--- src/rtl/reg_map.sv ---
// ---------------------------------------------------------------------------
// reg_map
//
// Purpose:
//   Memory-mapped configuration and status register block for the USI serial
//   peripheral. It sits between the system bus and the protocol control unit.
//   It holds the mode select, clock divider, protocol parameter word and TX
//   data word. It also exposes the RX buffer word and the error status to the
//   bus, and flags any bus access to an unmapped address.
//
// Register map (byte offsets, full 32-bit compare, word aligned only):
//   0x00  mode_sel     RW  bits[1:0], reads zero-extended
//   0x04  clkdiv       RW
//   0x08  parameters   RW
//   0x0C  tx_data      RW
//   0x10  buffer_read  RO  (writes silently ignored)
//   0x14  error_reg    RO  (writes silently ignored)
//
// Ports:
//   CLK                 in   system clock, rising edge
//   nRST                in   asynchronous active-low reset
//   bpif_wen            in   bus write enable
//   bpif_ren            in   bus read enable
//   bpif_addr[31:0]     in   bus byte address
//   bpif_wdata[31:0]    in   bus write data
//   bpif_strobe[3:0]    in   byte-lane enables, bit i -> wdata[8i+7:8i]
//   bpif_rdata[31:0]    out  combinational read data (0 when ren=0)
//   bpif_error          out  registered one-cycle pulse after unmapped access
//   bpif_request_stall  out  always 0, every access completes in its cycle
//   ctrl_unit_error     in   error indication from the control unit
//   mode_sel[1:0]       out  protocol mode select
//   clkdiv[31:0]        out  clock divider value
//   parameters[31:0]    out  protocol parameter word
//   tx_data[31:0]       out  transmit data word
//   error_reg[31:0]     out  registered error status {31'b0, ctrl_unit_error}
//   buffer_read[31:0]   in   RX buffer word from the control unit
// ---------------------------------------------------------------------------
module reg_map (
    input  logic        CLK,
    input  logic        nRST,
    input  logic        bpif_wen,
    input  logic        bpif_ren,
    input  logic [31:0] bpif_addr,
    input  logic [31:0] bpif_wdata,
    input  logic [3:0]  bpif_strobe,
    output logic [31:0] bpif_rdata,
    output logic        bpif_error,
    output logic        bpif_request_stall,
    input  logic        ctrl_unit_error,
    output logic [1:0]  mode_sel,
    output logic [31:0] clkdiv,
    output logic [31:0] parameters,
    output logic [31:0] tx_data,
    output logic [31:0] error_reg,
    input  logic [31:0] buffer_read
);

    localparam logic [31:0] ADDR_MODE_SEL   = 32'h0000_0000;
    localparam logic [31:0] ADDR_CLKDIV     = 32'h0000_0004;
    localparam logic [31:0] ADDR_PARAMETERS = 32'h0000_0008;
    localparam logic [31:0] ADDR_TX_DATA    = 32'h0000_000C;
    localparam logic [31:0] ADDR_BUFFER     = 32'h0000_0010;
    localparam logic [31:0] ADDR_ERROR      = 32'h0000_0014;

    logic [1:0]  r_mode_sel;
    logic [31:0] r_clkdiv;
    logic [31:0] r_parameters;
    logic [31:0] r_tx_data;
    logic [31:0] r_error_reg;
    logic        r_bus_error;

    logic        w_sel_mode_sel;
    logic        w_sel_clkdiv;
    logic        w_sel_parameters;
    logic        w_sel_tx_data;
    logic        w_sel_buffer;
    logic        w_sel_error;
    logic        w_mapped;
    logic        w_access;
    logic [31:0] w_rdata;

    // Replaces only the strobe-enabled byte lanes of a register image.
    function automatic logic [31:0] mergeLanes(
        input logic [31:0] oldValue,
        input logic [31:0] newValue,
        input logic [3:0]  strobe
    );
        logic [31:0] result;
        result = oldValue;
        for (int lane = 0; lane < 4; lane++) begin
            if (strobe[lane]) begin
                result[lane*8 +: 8] = newValue[lane*8 +: 8];
            end
        end
        return result;
    endfunction

    // Full 32-bit address compare, so misaligned offsets such as 0x05 fall
    // through to unmapped along with everything outside the map.
    assign w_sel_mode_sel   = (bpif_addr == ADDR_MODE_SEL);
    assign w_sel_clkdiv     = (bpif_addr == ADDR_CLKDIV);
    assign w_sel_parameters = (bpif_addr == ADDR_PARAMETERS);
    assign w_sel_tx_data    = (bpif_addr == ADDR_TX_DATA);
    assign w_sel_buffer     = (bpif_addr == ADDR_BUFFER);
    assign w_sel_error      = (bpif_addr == ADDR_ERROR);

    assign w_mapped = w_sel_mode_sel | w_sel_clkdiv | w_sel_parameters |
                      w_sel_tx_data  | w_sel_buffer | w_sel_error;
    assign w_access = bpif_wen | bpif_ren;

    // Writable configuration registers. A write with strobe 0 leaves every
    // lane alone, which naturally gives "no change" without special casing.
    always_ff @(posedge CLK or negedge nRST) begin
        if (!nRST) begin
            r_mode_sel   <= 2'b00;
            r_clkdiv     <= 32'h0;
            r_parameters <= 32'h0;
            r_tx_data    <= 32'h0;
        end else if (bpif_wen) begin
            if (w_sel_mode_sel && bpif_strobe[0]) begin
                r_mode_sel <= bpif_wdata[1:0];
            end
            if (w_sel_clkdiv) begin
                r_clkdiv <= mergeLanes(r_clkdiv, bpif_wdata, bpif_strobe);
            end
            if (w_sel_parameters) begin
                r_parameters <= mergeLanes(r_parameters, bpif_wdata, bpif_strobe);
            end
            if (w_sel_tx_data) begin
                r_tx_data <= mergeLanes(r_tx_data, bpif_wdata, bpif_strobe);
            end
        end
    end

    // Error status is a plain one-cycle-delayed copy of the control unit flag,
    // deliberately non-sticky so software sees the live condition.
    always_ff @(posedge CLK or negedge nRST) begin
        if (!nRST) begin
            r_error_reg <= 32'h0;
        end else begin
            r_error_reg <= {31'b0, ctrl_unit_error};
        end
    end

    // Bus error is re-evaluated every edge, so it stays high for exactly one
    // cycle per offending access unless unmapped accesses arrive back to back.
    always_ff @(posedge CLK or negedge nRST) begin
        if (!nRST) begin
            r_bus_error <= 1'b0;
        end else begin
            r_bus_error <= w_access & ~w_mapped;
        end
    end

    // Read mux is purely combinational, so a simultaneous write shows the
    // pre-write register contents in the same cycle.
    always_comb begin
        w_rdata = 32'h0;
        if (bpif_ren) begin
            unique case (1'b1)
                w_sel_mode_sel:   w_rdata = {30'b0, r_mode_sel};
                w_sel_clkdiv:     w_rdata = r_clkdiv;
                w_sel_parameters: w_rdata = r_parameters;
                w_sel_tx_data:    w_rdata = r_tx_data;
                w_sel_buffer:     w_rdata = buffer_read;
                w_sel_error:      w_rdata = r_error_reg;
                default:          w_rdata = 32'h0;
            endcase
        end
    end

    assign bpif_rdata         = w_rdata;
    assign bpif_error         = r_bus_error;
    assign bpif_request_stall = 1'b0;

    assign mode_sel   = r_mode_sel;
    assign clkdiv     = r_clkdiv;
    assign parameters = r_parameters;
    assign tx_data    = r_tx_data;
    assign error_reg  = r_error_reg;

endmodule

--- config.mk ---
export PLATFORM = sky130hd
export DESIGN_NAME = reg_map
export DESIGN_NICKNAME = d
export VERILOG_FILES = /design/src/rtl/reg_map.sv
export SDC_FILE = /design/constraint.sdc
export NUM_CORES = 1
export LEC_CHECK = 0
export CORE_ASPECT_RATIO = 0.9
export CORE_MARGIN = 2
export CORE_UTILIZATION = 45
export DETAILED_ROUTE_END_ITERATION = 10
export PLACE_DENSITY = 0.87
export SYNTH_ARGS = -nofsm -noshare
export SYNTH_HDL_FRONTEND = slang
export SYNTH_SLANG_ARGS = --single-unit
export TNS_END_PERCENT = 20
--- constraint.sdc ---
create_clock -name CLK -period 4.6 [get_ports CLK]
set_clock_uncertainty 0.1 [all_clocks]
set_input_delay 0.46 -clock CLK [delete_from_list [all_inputs] [get_ports CLK]]
set_output_delay 0.46 -clock CLK [all_outputs]
set_load 0.03 [all_outputs]
==> impl_metrics.csv, run 1 <==
group,metric,value,unit
layout,antennaDiodeCount,0,
timing,post-route-min-period,3.85,ns
placed_design,placed_area,8050,um2
placed_design,place_inst,845,
cts,tritoncts,"built",
layout,syn_to_final_growth,45.6,%
global_route,track_usage,0.262,
power_and_ir_drop,p_per_area,221,nW/um2
layout,final_common_cell,"clkdlybuf4s50_1",
power_and_ir_drop,combPwrFrac,0.120,
power_and_ir_drop,swShare,0.237,
synth,yosysWarningCount,0,
outcome,status,"finished clean",
timing,fin_hold_ws,0.0388,ns
placed_design,gp_congestion,0.797,
cts,cts_buffers,9,
timing,slew_violations,0,
timing,finalCritPeriodShare,0.837,
route,num_vias,4706,
die,rows,39,
global_route,grt_pass1_wl,27200,um
power_and_ir_drop,p_sw,0.436,mW
layout,drive_gt1_frac,0.288,
cts,holdBufCountCts,0,
timing,setup-violations-final,0,
worst_setup_path,cp.required,4.04,ns
die,die_x,123,um
route,wire_per_inst,20.6,um
route,wl,17600,um
worst_setup_path,rrSetupSlack,3.68,ns
synth,syn_area,5720,um2
synth,synthFlopType,"dfrtp_1",
cts,ctsResizeCount,0,
synth,synth_area_per_cell,12.3,um2
die,start_util,0.456,
placed_design,dpl.hpwl,12700,um
global_route,grt_pass1_vias,4889,
timing,finalHoldViolCount,0,
global_route,antenna_found_initial,0,
job,max-cap-violations,0,
synth,synth_edf_count,0,
synth,syn_inst,465,
power_and_ir_drop,power.leakage,3.74,nW
route,dr.first_iter.drc_count,189,
timing,maxSlewHeadroom,0.413,
synth,yosys_register_bits,100,
worst_setup_path,critPathSlowestCell,"or4_1",
synth,synth_cell_types,37,
worst_setup_path,worstSetupPathType,"input port to primary output",
cts,cts.sinks,100,
worst_setup_path,endpoint_kind,"primary output",
route,ant_nets,0,
timing,finalWorstSetupSlack,0.750,ns
cts,htreeDepth,3,
placed_design,io_buffers,236,
layout,layout_common_cells,"clkdlybuf4s50_1, mux2_2, dfrtp_1",
synth,ys_async_sr_fraction,1.00,
die,fp.coreArea,12500,um2
layout,final_cell_area,8330,um2
power_and_ir_drop,internal_power,1.41,mW
timing,tightestPinTransition,0.877,ns
layout,fin_util,0.664,
worst_setup_path,cpPeakStageDelay,0.90,ns
power_and_ir_drop,clkPwrFrac,0.402,
worst_setup_path,worstPathMaxFanout,21,
worst_setup_path,cp_data_arrival_time,3.29,ns
cts,cts_buffer_depth,2,
route,vias_per_cell,5.48,
power_and_ir_drop,vdd_drop_max,0.000240,V
die,io_pins,269,
timing,fmax,260,MHz
global_route,grt_overflow,0,
cts,cts.clk_slew.worst_paths,0.06,ns
cts,insertion_delay,0.34,ns
die,die_y,111,um
layout,num-fill-cells,926,
layout,nNetsFinal,797,
worst_setup_path,crit_path_cell_trace,"clkdlybuf4s50_1 > nor4_2 > nand4_2 > or4_1 > buf_4 > nor2_1 > buf_12",
global_route,grt_max_degree,53,
timing,fin_setup_tns,0,ns
route,firstDrtPassIters,4,
min_path,hp-class,"input port to async pin",
cts,post-cts-setup-buffer-count,0,
cts,cts-root-buf,"clkbuf_16",
placed_design,place_ws,0.766,ns
die,design.die.area,13600,um2
synth,synth-seq-area-share,0.438,
power_and_ir_drop,total_power,1.84,mW
route,drc_errors,0,
layout,instances_no_fill,858,
timing,rsz0062_at_grt,"no",
power_and_ir_drop,p_seq_frac,0.478,
worst_setup_path,critPathLaunchType,"input port",
==> kinds of logic after synthesis <==
group,after synthesis,share of synthesized area
flops,100,0.438
simple gates,108,0.153
buf+inv,59,0.0637
mux,122,0.252
compound gates,75,0.0928
other cells,1,0.000656
==> power groups by stage <==
stage	clock network, mW	logic (mW)	registers, mW
finish	0.741	0.221	0.880
detailed placement	0	0.220	0.897
floorplan	0	0.102	0.899
global placement	0	0.216	0.897
global route	0.787	0.235	0.880
CTS	0.752	0.221	0.880
==> path summary, 6_finish.rpt <==
| kind | from | endpoint | cells after the start |
|---|---|---|---|
| max in group asynchronous | nRST | tx_data[19]$_DFFE_PN0P_ | 2 |
| worst min-delay path | nRST | parameters[17]$_DFFE_PN0P_ | 1 |
| worst min register to register | mode_sel[1]$_DFFE_PN0P_ | mode_sel[1]$_DFFE_PN0P_ | 1 |
| worst max register to register | clkdiv[10]$_DFFE_PN0P_ | clkdiv[10]$_DFFE_PN0P_ | 1 |
| min in group CLK | mode_sel[1]$_DFFE_PN0P_ | mode_sel[1]$_DFFE_PN0P_ | 1 |
| worst max-delay path | bpif_addr[20] | bpif_rdata[20] | 7 |
==> cell type report <==
class / count / area, um2 / area share
clock buffer: 10 / 239 / 0.0287
clock inverter: 3 / 40.0 / 0.00481
multi-input combinational: 337 / 2980 / 0.358
sequential: 100 / 2500 / 0.301
tap: 164 / 205 / 0.0246
timing repair buffer: 244 / 2360 / 0.283
==> cells in the mapped netlist, types with 2 or more instances <==
cell,n,area (um2)
a21oi_1,23,115
a22oi_1,20,150
a2bb2oi_1,20,175
and2_1,11,68.8
buf_1,4,15.0
buf_2,3,15.0
buf_4,33,248
buf_6,2,22.5
clkbuf_1,17,63.8
dfrtp_1,100,2500
mux2_1,2,22.5
mux2_2,101,1140
mux2_4,16,240
mux2i_1,2,20.0
nand2_1,17,63.8
nand3b_1,22,165
nand4_4,3,63.8
nor2_1,22,82.6
nor3_1,2,10.0
nor3_4,12,195
nor4_2,4,50.1
nor4_4,3,63.8
nor4bb_1,2,20.0
o21bai_1,11,82.6
==> per-layer routing <==
metal | global-route usage | vias up | wire length, um
met3 | 0.0664 | 36 | 1290
met2 | 0.444 | 204 | 8660
met5 | 0 | - | 0
met1 | 0.320 | 2364 | 7270
met4 | 0.0943 | 0 | 415
li1 | - | 2102 | -
==> critical path: cells and delay by family <==
family / cells / cell delay [ns]
buffers and inverters: 3 / 0.90
and+or+nand+nor: 4 / 1.91
No activity file was read; power rests on OpenSTA's default activity.
==> inputs of run 2 (changes only) <==
--- a/config.mk
+++ b/config.mk
@@ -7,9 +7,9 @@
 export LEC_CHECK = 0
 export CORE_ASPECT_RATIO = 0.9
 export CORE_MARGIN = 2
-export CORE_UTILIZATION = 45
+export CORE_UTILIZATION = 38
 export DETAILED_ROUTE_END_ITERATION = 10
-export PLACE_DENSITY = 0.87
+export PLACE_DENSITY = 0.78
 export SYNTH_ARGS = -nofsm -noshare
 export SYNTH_HDL_FRONTEND = slang
 export SYNTH_SLANG_ARGS = --single-unit
==> constraint.sdc (replaced) <==
create_clock -name CLK -period 3.5 [get_ports CLK]
set_clock_uncertainty 0.1 [all_clocks]
set_input_delay 0.35 -clock CLK [delete_from_list [all_inputs] [get_ports CLK]]
set_output_delay 0.35 -clock CLK [all_outputs]
set_load 0.03 [all_outputs]
==> run 2 against run 1 <==
Flip-flop and latch count is the same. Power grew 29%. Final cell count grew 5.0%. Design area grew 1.2%. Routed wire length grew 1.8%. Clock power grew 25%. Sequential power grew 32%. Hold slack gained 0.026 ns.
==> impl_metrics.csv, run 2 (same netlist as run 1, synthesis figures left out) <==
group,metric,value,unit
cts,ctsResizeCount,0,
min_path,hp-class,"input port to async pin",
route,ant_nets,0,
power_and_ir_drop,total_power,2.38,mW
timing,tightestPinTransition,1.02,ns
global_route,grt_overflow,0,
worst_setup_path,crit_path_cell_trace,"clkdlybuf4s50_1 > nor3_1 > and3b_1 > buf_4 > a2bb2oi_1 > nor2_1 > buf_12",
worst_setup_path,cp_top_family,"simple AND/OR/NAND/NOR gates",
job,max-cap-violations,0,
cts,insertion_delay,0.34,ns
die,io_pins,269,
die,fp.coreArea,14700,um2
worst_setup_path,worstSetupPathType,"input port to primary output",
layout,nNetsFinal,803,
timing,setup-violations-final,0,
cts,cts.clk_slew.worst_paths,0.07,ns
timing,slew_violations,0,
cts,cts_buffers,9,
die,start_util,0.389,
power_and_ir_drop,clkPwrFrac,0.390,
layout,layout_common_cells,"clkdlybuf4s50_1, mux2_2, dfrtp_1",
route,num_vias,4698,
power_and_ir_drop,combPwrFrac,0.123,
die,die_y,120,um
timing,fin_setup_tns,0,ns
worst_setup_path,endpoint_kind,"primary output",
route,wire_per_inst,19.9,um
cts,cts.sinks,100,
layout,drive_gt1_frac,0.299,
worst_setup_path,cp_data_arrival_time,2.55,ns
power_and_ir_drop,p_seq_frac,0.487,
outcome,status,"finished clean",
cts,post-cts-setup-buffer-count,0,
power_and_ir_drop,vdd_drop_max,0.000219,V
power_and_ir_drop,power.leakage,3.76,nW
timing,rsz0062_at_grt,"no",
global_route,antenna_found_initial,0,
timing,maxSlewHeadroom,0.319,
timing,fmax,334,MHz
global_route,track_usage,0.227,
timing,post-route-min-period,3.00,ns
cts,holdBufCountCts,0,
placed_design,gp_congestion,0.854,
power_and_ir_drop,swShare,0.247,
cts,cts_buffer_depth,2,
worst_setup_path,critPathSlowestCell,"clkdlybuf4s50_1",
power_and_ir_drop,internal_power,1.79,mW
route,drc_errors,0,
worst_setup_path,critPathLaunchType,"input port",
placed_design,io_buffers,236,
timing,finalCritPeriodShare,0.856,
placed_design,dpl.hpwl,13200,um
route,wl,17900,um
layout,final_common_cell,"clkdlybuf4s50_1",
worst_setup_path,critPathBufInv,3,
power_and_ir_drop,p_sw,0.587,mW
power_and_ir_drop,p_per_area,282,nW/um2
placed_design,placed_area,8140,um2
cts,htreeDepth,3,
route,dr.first_iter.drc_count,158,
layout,antennaDiodeCount,0,
die,rows,42,
cts,cts-root-buf,"clkbuf_16",
worst_setup_path,worstPathMaxFanout,14,
global_route,grt_pass1_wl,28000,um
route,vias_per_cell,5.21,
cts,tritoncts,"built",
die,die_x,133,um
global_route,grt_pass1_vias,4903,
timing,fin_hold_ws,0.0645,ns
die,design.die.area,16000,um2
timing,finalHoldViolCount,0,
global_route,grt_max_degree,80,
layout,final_cell_area,8420,um2
layout,syn_to_final_growth,47.3,%
worst_setup_path,cp.required,3.05,ns
route,firstDrtPassIters,4,
worst_setup_path,cpPeakStageDelay,0.56,ns
[run 2: changes by cell type in the layout (fill, tap and decap cells not counted), sizes merged]
cell	change
bufinv	-1
clkinvlp	+4
buf	+7
clkdlybuf4s50	-1
[run 2: layout make-up]
cell class | instances | area [um2]
clock inverter | 6 | 40.0
timing repair buffer | 250 | 2410
clock buffer | 10 | 239
multi-input combinational | 337 | 2980
tap | 198 | 248
sequential | 100 | 2500
fill | 1241 | 6290
[run 2: per-layer routing]
metal	part of all wire	GRT usage	wire length [um]	vias up
met2	0.50	0.389	8970	211
met4	0.015	0.0711	278	0
li1	-	-	-	2120
met5	0	0	0	-
met3	0.068	0.0570	1220	23
met1	0.42	0.282	7480	2344
[run 2: worst paths after layout]
kind | start | to | slack (ns) | cells after the start
setup / recovery | bpif_addr[1] | bpif_rdata[14] | 0.50 | 7
hold / removal | nRST | parameters[6]$_DFFE_PN0P_ | 0.06 | 1
setup reg to reg | clkdiv[28]$_DFFE_PN0P_ | clkdiv[28]$_DFFE_PN0P_ | 2.58 | 1
hold reg to reg | tx_data[14]$_DFFE_PN0P_ | tx_data[14]$_DFFE_PN0P_ | 0.43 | 1
max in group asynchronous | nRST | clkdiv[23]$_DFFE_PN0P_ | 2.32 | 2
min in group CLK | ctrl_unit_error | error_reg[0]$_DFF_PN0_ | 0.35 | 1
[run 2: metrics by stage]
step / utilization / cells / setup slack [ns]
final: 0.572 / 901 / 0.503
after global placement: 0.553 / 885 / 0.490
after floorplan: - / 496 / 0.631
after detailed placement: 0.553 / 885 / 0.476
after global routing: 0.572 / 901 / 0.391
after CTS: 0.572 / 901 / 0.457
[run 2: power by group through the flow]
stage | Combinational [mW] | Clock, mW | Sequential, mW
final | 0.293 | 0.926 | 1.16
after global routing | 0.312 | 1.01 | 1.16
after CTS | 0.294 | 0.960 | 1.16
after detailed placement | 0.293 | 0 | 1.18
after global placement | 0.288 | 0 | 1.18
after floorplan | 0.133 | 0 | 1.18
